$ cat config.mk
export PLATFORM = sky130hd
export DESIGN_NAME = apb_uart_host_flat
export DESIGN_NICKNAME = d
export VERILOG_FILES = /design/src/rtl/apb_uart_host_if.sv /design/src/rtl/apb_uart_host.sv /design/src/flat_wrapper.sv
export SDC_FILE = /design/constraint.sdc
export NUM_CORES = 1
export LEC_CHECK = 0
export CELL_PAD_IN_SITES_DETAIL_PLACEMENT = 1
export CELL_PAD_IN_SITES_GLOBAL_PLACEMENT = 2
export CORE_MARGIN = 5
export CORE_UTILIZATION = 43
export CTS_CLUSTER_DIAMETER = 120
export DETAILED_ROUTE_END_ITERATION = 8
export DONT_BUFFER_PORTS = 1
export PLACE_DENSITY = 0.78
export SKIP_LAST_GASP = 1
export SLEW_MARGIN = 40
export SYNTH_ARGS = -nofsm -noshare
export SYNTH_HDL_FRONTEND = slang
export SYNTH_SLANG_ARGS = --single-unit
$ cat constraint.sdc
create_clock -name pclk -period 2.3 [get_ports pclk]
set_input_delay 0.23 -clock pclk [delete_from_list [all_inputs] [get_ports pclk]]
set_output_delay 0.23 -clock pclk [all_outputs]
set_load 0.005 [all_outputs]
$ cat src/rtl/apb_uart_host_if.sv
// APB bus between the UART host (initiator) and the UART slave port.
// The host drives select/enable/write/wdata; the slave returns rdata/ready.
interface apb_uart_host_if;
    logic       psel;
    logic       penable;
    logic       pwrite;
    logic [7:0] pwdata;
    logic [7:0] prdata;
    logic       pready;

    modport master (output psel, penable, pwrite, pwdata, input prdata, pready);
    modport slave  (input psel, penable, pwrite, pwdata, output prdata, pready);
endinterface

$ cat src/rtl/apb_uart_host.sv
// APB initiator servicing a UART: interrupt-driven reads into a small RX FIFO,
// client TX bytes forwarded as APB writes, with an ACCESS-phase timeout.
module apb_uart_host #(
    parameter int RX_DEPTH     = 4,
    parameter int TIMEOUT      = 16,
    parameter int INTR_HOLDOFF = 2
) (
    input  logic                   pclk,
    input  logic                   preset,
    apb_uart_host_if.master        apb,
    input  logic                   intr,
    input  logic                   tx_valid,
    input  logic [7:0]             tx_data,
    output logic                   tx_ready,
    output logic                   rx_valid,
    output logic [7:0]             rx_data,
    input  logic                   rx_ready,
    output logic                   timeout_err,
    output logic [1:0]             state_dbg
);
    localparam int PW = $clog2(RX_DEPTH);
    localparam int CW = PW + 1;
    localparam int TW = $clog2(TIMEOUT + 1);
    localparam int HW = $clog2(INTR_HOLDOFF + 2);

    typedef enum logic [1:0] {IDLE = 2'd0, SETUP = 2'd1, ACCESS = 2'd2} state_t;

    // Handshakes: tx byte moves when tx_valid & tx_ready; rx head pops when
    // rx_valid & rx_ready; an APB transfer ends in ACCESS on pready or timeout.
    state_t        state;
    logic [7:0]    mem [RX_DEPTH];
    logic [PW-1:0] wr_ptr, rd_ptr;
    logic [CW-1:0] count;
    logic [TW-1:0] acc_cnt;
    logic [HW-1:0] holdoff;

    logic rd_take, wr_take, push, pop, abort;

    assign rd_take   = (state == IDLE) && intr && (holdoff == '0) && (count != CW'(RX_DEPTH));
    assign wr_take   = (state == IDLE) && !rd_take && tx_valid && !preset;
    assign tx_ready  = wr_take;
    assign push      = (state == ACCESS) && apb.pready && !apb.pwrite;
    assign pop       = rx_ready && (count != '0);
    assign abort     = (state == ACCESS) && !apb.pready && (acc_cnt == TW'(TIMEOUT));
    assign state_dbg = state;
    assign rx_valid  = (count != '0);
    assign rx_data   = rx_valid ? mem[rd_ptr] : '0;

    always_ff @(posedge pclk or posedge preset) begin
        if (preset) begin
            state       <= IDLE;
            apb.psel    <= 1'b0;
            apb.penable <= 1'b0;
            apb.pwrite  <= 1'b0;
            apb.pwdata  <= '0;
            timeout_err <= 1'b0;
            acc_cnt     <= '0;
            holdoff     <= '0;
        end else begin
            timeout_err <= 1'b0;
            if (holdoff != '0) holdoff <= holdoff - HW'(1);
            case (state)
                IDLE: begin
                    if (rd_take) begin
                        state      <= SETUP;
                        apb.psel   <= 1'b1;
                        apb.pwrite <= 1'b0;
                    end else if (wr_take) begin
                        state      <= SETUP;
                        apb.psel   <= 1'b1;
                        apb.pwrite <= 1'b1;
                        apb.pwdata <= tx_data;
                    end
                end
                SETUP: begin
                    state       <= ACCESS;
                    apb.penable <= 1'b1;
                    acc_cnt     <= TW'(1);
                end
                ACCESS: begin
                    if (apb.pready || abort) begin
                        state       <= IDLE;
                        apb.psel    <= 1'b0;
                        apb.penable <= 1'b0;
                        timeout_err <= abort;
                        // Give the slave time to drop intr before another read.
                        if (!apb.pwrite) holdoff <= HW'(INTR_HOLDOFF);
                    end else begin
                        acc_cnt <= acc_cnt + TW'(1);
                    end
                end
                default: state <= IDLE;
            endcase
        end
    end

    always_ff @(posedge pclk) begin
        if (push) mem[wr_ptr] <= apb.prdata;
    end

    always_ff @(posedge pclk or posedge preset) begin
        if (preset) begin
            wr_ptr <= '0;
            rd_ptr <= '0;
            count  <= '0;
        end else begin
            if (push) wr_ptr <= wr_ptr + PW'(1);
            if (pop)  rd_ptr <= rd_ptr + PW'(1);
            case ({push, pop})
                2'b10:   count <= count + CW'(1);
                2'b01:   count <= count - CW'(1);
                default: count <= count;
            endcase
        end
    end
endmodule

$ cat src/flat_wrapper.sv
// flat-port wrapper written by rule: the top's interface ports become plain ports
module apb_uart_host_flat 
#(
    parameter int RX_DEPTH     = 4,
    parameter int TIMEOUT      = 16,
    parameter int INTR_HOLDOFF = 2
)
  (pclk, preset, intr, tx_valid, tx_data, tx_ready, rx_valid, rx_data, rx_ready, timeout_err, state_dbg, apb_psel, apb_penable, apb_pwrite, apb_pwdata, apb_prdata, apb_pready);
  apb_uart_host_if apb_i ();
  input  logic pclk;
  input  logic preset;
  input  logic intr;
  input  logic tx_valid;
  input  logic [7:0] tx_data;
  output logic tx_ready;
  output logic rx_valid;
  output logic [7:0] rx_data;
  input  logic rx_ready;
  output logic timeout_err;
  output logic [1:0] state_dbg;
  output wire logic [$bits(apb_i.psel)-1:0] apb_psel;
  output wire logic [$bits(apb_i.penable)-1:0] apb_penable;
  output wire logic [$bits(apb_i.pwrite)-1:0] apb_pwrite;
  output wire logic [$bits(apb_i.pwdata)-1:0] apb_pwdata;
  input wire logic [$bits(apb_i.prdata)-1:0] apb_prdata;
  input wire logic [$bits(apb_i.pready)-1:0] apb_pready;
  assign apb_psel = apb_i.psel;
  assign apb_penable = apb_i.penable;
  assign apb_pwrite = apb_i.pwrite;
  assign apb_pwdata = apb_i.pwdata;
  assign apb_i.prdata = apb_prdata;
  assign apb_i.pready = apb_pready;
  apb_uart_host #(.RX_DEPTH(RX_DEPTH), .TIMEOUT(TIMEOUT), .INTR_HOLDOFF(INTR_HOLDOFF)) u_core (.pclk(pclk), .preset(preset), .apb(apb_i), .intr(intr), .tx_valid(tx_valid), .tx_data(tx_data), .tx_ready(tx_ready), .rx_valid(rx_valid), .rx_data(rx_data), .rx_ready(rx_ready), .timeout_err(timeout_err), .state_dbg(state_dbg));
endmodule
**After elaboration in Yosys (flattened, before gate mapping)**

Memory sizes are Yosys's and may differ from the RTL's.
Index checks and enable logic that the tools add are counted.

- Bits in registers: 28
- Bits in writable memories: 32
- Input port bits: 22
- Output and inout port bits: 24
- Memories kept: 1

- $add $sub $neg: 6
- Equal/unequal tests: 9
- Muxes and demuxes: 22
- Bitwise operators: 1
- Reduce and logical (&&, ||, !) cells: 30

Memory list:

| name | depth | bits a word | read ports | clocked after memory_dff | wr ports | RTL line | RTL |
|---|---|---|---|---|---|---|---|
| u_core.mem | 4 | 8 | 1 | 0 | 1 | apb_uart_host.sv:31 | `logic [7:0] mem [RX_DEPTH];` |

Operator list:

| cell | count |
|---|---|
| 2-bit two-way mux | 7 |
| 1-bit logical AND | 11 |
| 5-bit one-hot mux with 2 select lines | 1 |
| 2-bit nonzero test | 5 |
| 1-bit two-way mux | 8 |
| 8-bit two-way mux | 1 |
| 2-bit AND reduction | 4 |
| 2-bit one-hot mux with 3 select lines | 1 |
| 3-bit one-hot mux with 2 select lines | 1 |
| 3-bit AND reduction | 2 |
| 5-bit by 1-bit adder with 5-bit output (second input constant) | 1 |
| 5-bit equality test (second input constant) | 1 |
| 5-bit two-way mux | 1 |
| 2-bit by 1-bit adder with 2-bit output (second input constant) | 2 |
| 2-bit by 1-bit equality test with 1-bit output (second input constant) | 2 |
| 2-bit equality test (second input constant) | 2 |
| 1-bit zero test | 4 |
| 2-bit zero test | 2 |
| 2-bit inequality test (second input constant) | 2 |
| 1-bit one-hot mux with 2 select lines | 2 |
| 3-bit by 1-bit adder with 3-bit output (second input constant) | 1 |
| 3-bit by 2-bit inequality test with 1-bit output (second input constant) | 1 |
| 3-bit inequality test (second input constant) | 1 |
| 3-bit nonzero test | 1 |
| other kinds (4) | 4 |

**Logic depth before layout (Yosys ltp)**

- Depth after elaboration: 11
- Mapped depth: 9

**Least setup slack after synthesis**

No wires, ideal clock.

- Kind: register to register
- Start: reg u_core.state[1], in the netlist u_core.state_dbg[1]
- End: reg u_core.count[2]
- Setup time: 79 ps
- Arrival: 1912 ps
- Required time: 2221 ps
- Setup slack: 308 ps
- Cell stages (with the launch flop): 10
- Period minus slack after synthesis: 1992 ps
- Path through: dfrtp_1 > nor3b_4 > and2_1 > inv_1 > ha_1 > inv_1 > fa_1 > xor2_1 > nor2_1 > xor2_1

- Longest elaborated chain between the ends: 5

RTL lines:

| item | RTL line | RTL |
|---|---|---|
| from (decl) | apb_uart_host.sv:30 | `state_t state;` |
| from (signal assigned) | apb_uart_host.sv:51 | `state <= IDLE;` |
| from (signal assigned) | apb_uart_host.sv:65 | `state <= SETUP;` |
| from (signal assigned) | apb_uart_host.sv:69 | `state <= SETUP;` |
| 2-bit equality test (*) | apb_uart_host.sv:42 | `assign push = (state == ACCESS) && apb.pready && !apb.pwrite;` |
| 1-bit logical AND (*) (2 in a row) | apb_uart_host.sv:42 |  |
| 2-bit by 1-bit equality test with 1-bit output or 2-bit equality test (tied branches) | apb_uart_host.sv:109 | `case ({push, pop})` |
| 3-bit one-hot mux with 2 select lines or 2-bit nonzero test (tied branches) | - |  |
| to (signal assigned) | apb_uart_host.sv:110 | `2'b10: count <= count + CW'(1);` |
| to (signal assigned) | apb_uart_host.sv:111 | `2'b01: count <= count - CW'(1);` |
| to (signal assigned) | apb_uart_host.sv:112 | `default: count <= count;` |
| to (decl) | apb_uart_host.sv:33 | `logic [CW-1:0] count;` |

Every way passes the cells marked *; elsewhere a longest branch is shown, timed or not.
A chain may end at the register's enable or synchronous reset.

**Worst setup path in the final report**

- Start: reg u_core.rd_ptr[0]
- End: out rx_data[0]

- Longest elaborated chain between the ends: 2

RTL lines:

| item | RTL line | RTL |
|---|---|---|
| from (decl) | apb_uart_host.sv:32 | `logic [PW-1:0] wr_ptr, rd_ptr;` |
| from (signal assigned) | apb_uart_host.sv:108 | `if (pop) rd_ptr <= rd_ptr + PW'(1);` |
| memory read 4 x 8 bit | - |  |
| 8-bit two-way mux | apb_uart_host.sv:47 | `assign rx_data = rx_valid ? mem[rd_ptr] : '0;` |
| to (decl) | flat_wrapper.sv:17 | `output logic [7:0] rx_data;` |

Every way passes these cells.

==> impl_metrics.toml <==
[outcome]
status = "finished, final reports clean"

[global_routing]
grt_pass1_vias = 1717
gr-total-overflow = 0
grt_max_degree = 30
antenna_found_initial = 0
grt_pass1_wl_mm = 8.707
grt_usage_pct = 15.44

[die]
dieArea_mm2 = 0.007885
die_h_um = 88.80
core_mm2 = 0.005991
start_util_pct = 44.57
rows = 28
io_pins = 46
die_width_um = 88.80

[worst_setup_path]
start_kind = "flip-flop"
required_ns = 2.07
path_buf_inv = 0
crit_type = "reg -> out"
cp.arrival_ns = 1.83
critical_path.cell_chain = "mux4_2 > and2_1"
critPathTopFamily = "flip-flops"
cp_max_fo = 10
reg2reg_slack_ns = 0.29
end_kind = "primary output"
slowest_delay_ns = 0.73
reg2reg_to = "u_core.count[2]"
r2r-start = "u_core.count[0]"
crit_path_top_delay_cell = "dfrtp_1"
reg2reg_depth = 8

[final_layout]
syn2layout_area_growth_pct = 16.49
layout_commonest_cell = "edfxtp_1"
diodes = 0
fin_nets = 231
layout-drive-gt1-share_pct = 21.84
final_cell_mix = "32 x edfxtp_1, 28 x dfrtp_1, 11 x inv_1, 11 x and2_1, 10 x dlygate4sd3_1"
fin_util_pct = 51.92
stdcell_area_mm2 = 0.003110

[logic_synthesis]
seq_area_frac_synth_pct = 62.23
async_flop_share_pct = 46.67
syn-num-nets = 211
ys_types = 43
syn_avg_cell_area_um2 = 14.75
synth.cell_area_mm2 = 0.002670
synthCells = 181
synth_warnings = 0
synth_top_cell_by_area = "edfxtp_1"
yosys_most_used_dff = "edfxtp_1"
synthTopCellsByArea = "edfxtp_1 36%, dfrtp_1 26%, mux4_2 6.7%, mux2_2 3.8%, ha_1 3.3%"
synth_edf_count = 32
yosysTopAreaCellShare_pct = 35.99
synth-seq-cells = 60

[placed_design]
dp_hpwl_mm = 3.872
gp_congestion = 0.6812
preCtsSetupSlack_ns = 0.2871
place_area_mm2 = 0.002778
port_buffers = 0

[sta]
finalWorstSetupSlack_ns = 0.2409
hold_violations = 0
setup-violations-final = 0
tightest_slew_ns = 0.6103
fmax_mhz = 485.6
rsz0062_at_grt = "no"
slew_violations = 0
fin_crit_ns = 2.059
finClkSkew_ns = 0.006191
finalCritPeriodShare_pct = 89.53
tns_ns = 0
max-slew-margin-rel_pct = 59.31

[pwr]
p_per_area_mw_per_mm2 = 1246
ir_worst_vdd_mv = 0.6466
cellLeakagePower_nw = 1.205
p_total_mw = 3.877

[drt]
drtAntennaViolNets = 0
wl_per_cell_um = 19.53
drt-total-wl_mm = 5.488
drcViolationCount = 0
drt_iter0_drc = 39
viasPerCell = 5.427
firstDrtPassIters = 4
via_count = 1525

[cts]
postCtsSetupBuffers = 0
cts.sinks = 60
clkTransAtPathRegs_ns = 0.07
cts_hold_buf = 10
htreeDepth = 3
cts_root_buf = "clkbuf_8"
post_cts_resized = 0
cts_tree = "yes"
cts_buffers = 9
cts_buffer_depth = 2
clk_latency_ns = 0.33

[min_path]
hp-class = "in -> reg"
hold_start = "tx_data[7]"
min_to = "u_core.apb.pwdata[7]"
worstHoldPathCells = 1

[job]
max_cap_viol_count = 0
-- state kept, by name (all words and copies together) (netlist names), 2 cells and up --
register,flops
u_core.wr_ptr,2
u_core.rd_ptr,2
u_core.mem,32
u_core.count,3
u_core.state_dbg,2
u_core.holdoff,2
u_core.acc_cnt,5
u_core.apb.pwdata,8
-- metal layers --
| layer | track usage [%] | part of all wire [%] | vias to the layer above |
|---|---|---|---|
| met5 | 0 | 0 | - |
| met4 | 6.593 | 1.5 | 0 |
| met3 | 5.214 | 5.2 | 9 |
| met2 | 27.53 | 56 | 33 |
| met1 | 16.57 | 38 | 782 |
| li1 | - | - | 701 |
-- worst max path at each step --
stage,cells past startpoint,slack (ns),start,to
after floorplan,9,0.31,u_core.state_dbg[1],u_core.count[2]
after global placement,8,0.39,u_core.count[0],u_core.count[2]
after detailed placement,8,0.29,u_core.count[0],u_core.count[2]
after CTS,2,0.16,u_core.rd_ptr[0],rx_data[0]
after global routing,2,0.09,u_core.rd_ptr[0],rx_data[0]
final,2,0.24,u_core.rd_ptr[0],rx_data[0]
-- report_power, final --
part	leakage (nW)	total [mW]	switching, mW	internal (mW)
Sequential	0.632	1.67	0.283	1.39
Clock	0.111	1.12	0.401	0.717
Combinational	0.462	1.09	0.517	0.573
Total	1.20	3.88	1.20	2.68
-- through the flow --
step | std cells | hold slack (ns)
6_report | 281 | 0.04372
5_1_grt | 281 | 0.01959
4_1_cts | 281 | 0.02565
3_5_place_dp | 255 | 0.2191
3_3_place_gp | 255 | 0.2137
2_1_floorplan | 181 | 0.3045
-- layout make-up --
cell class | count | area, µm²
Tap cell | 75 | 93.84
Sequential cell | 60 | 1662
Fill cell | 598 | 2880
Inverter | 12 | 45.04
Timing Repair Buffer | 15 | 137.6
Clock inverter | 5 | 101.3
Multi-Input combinational cell | 103 | 939.7
Clock buffer | 11 | 131.4
-- cells in the mapped netlist (4+ instances only) --
library cell  count
nand3_1           5
mux2_2            9
edfxtp_1         32
and3_1            4
nor2_1            8
dfrtp_1          28
nand2_1           5
and2_1           11
ha_1              7
mux4_2            8
inv_1            11
clkbuf_1          5
a21oi_1           4
-- cell families (layout without fill, tap and decap cells) --
family,after synthesis,in the layout,share of synthesized area (%)
simple gates,51,51,12.75
buf+inv,18,43,2.577
xor+xnor,6,6,1.968
compound gates,20,20,5.530
flops,60,60,62.23
fa+ha+maj,8,8,4.030
mux,18,18,10.92
No activity file was read; power rests on OpenSTA's default activity.
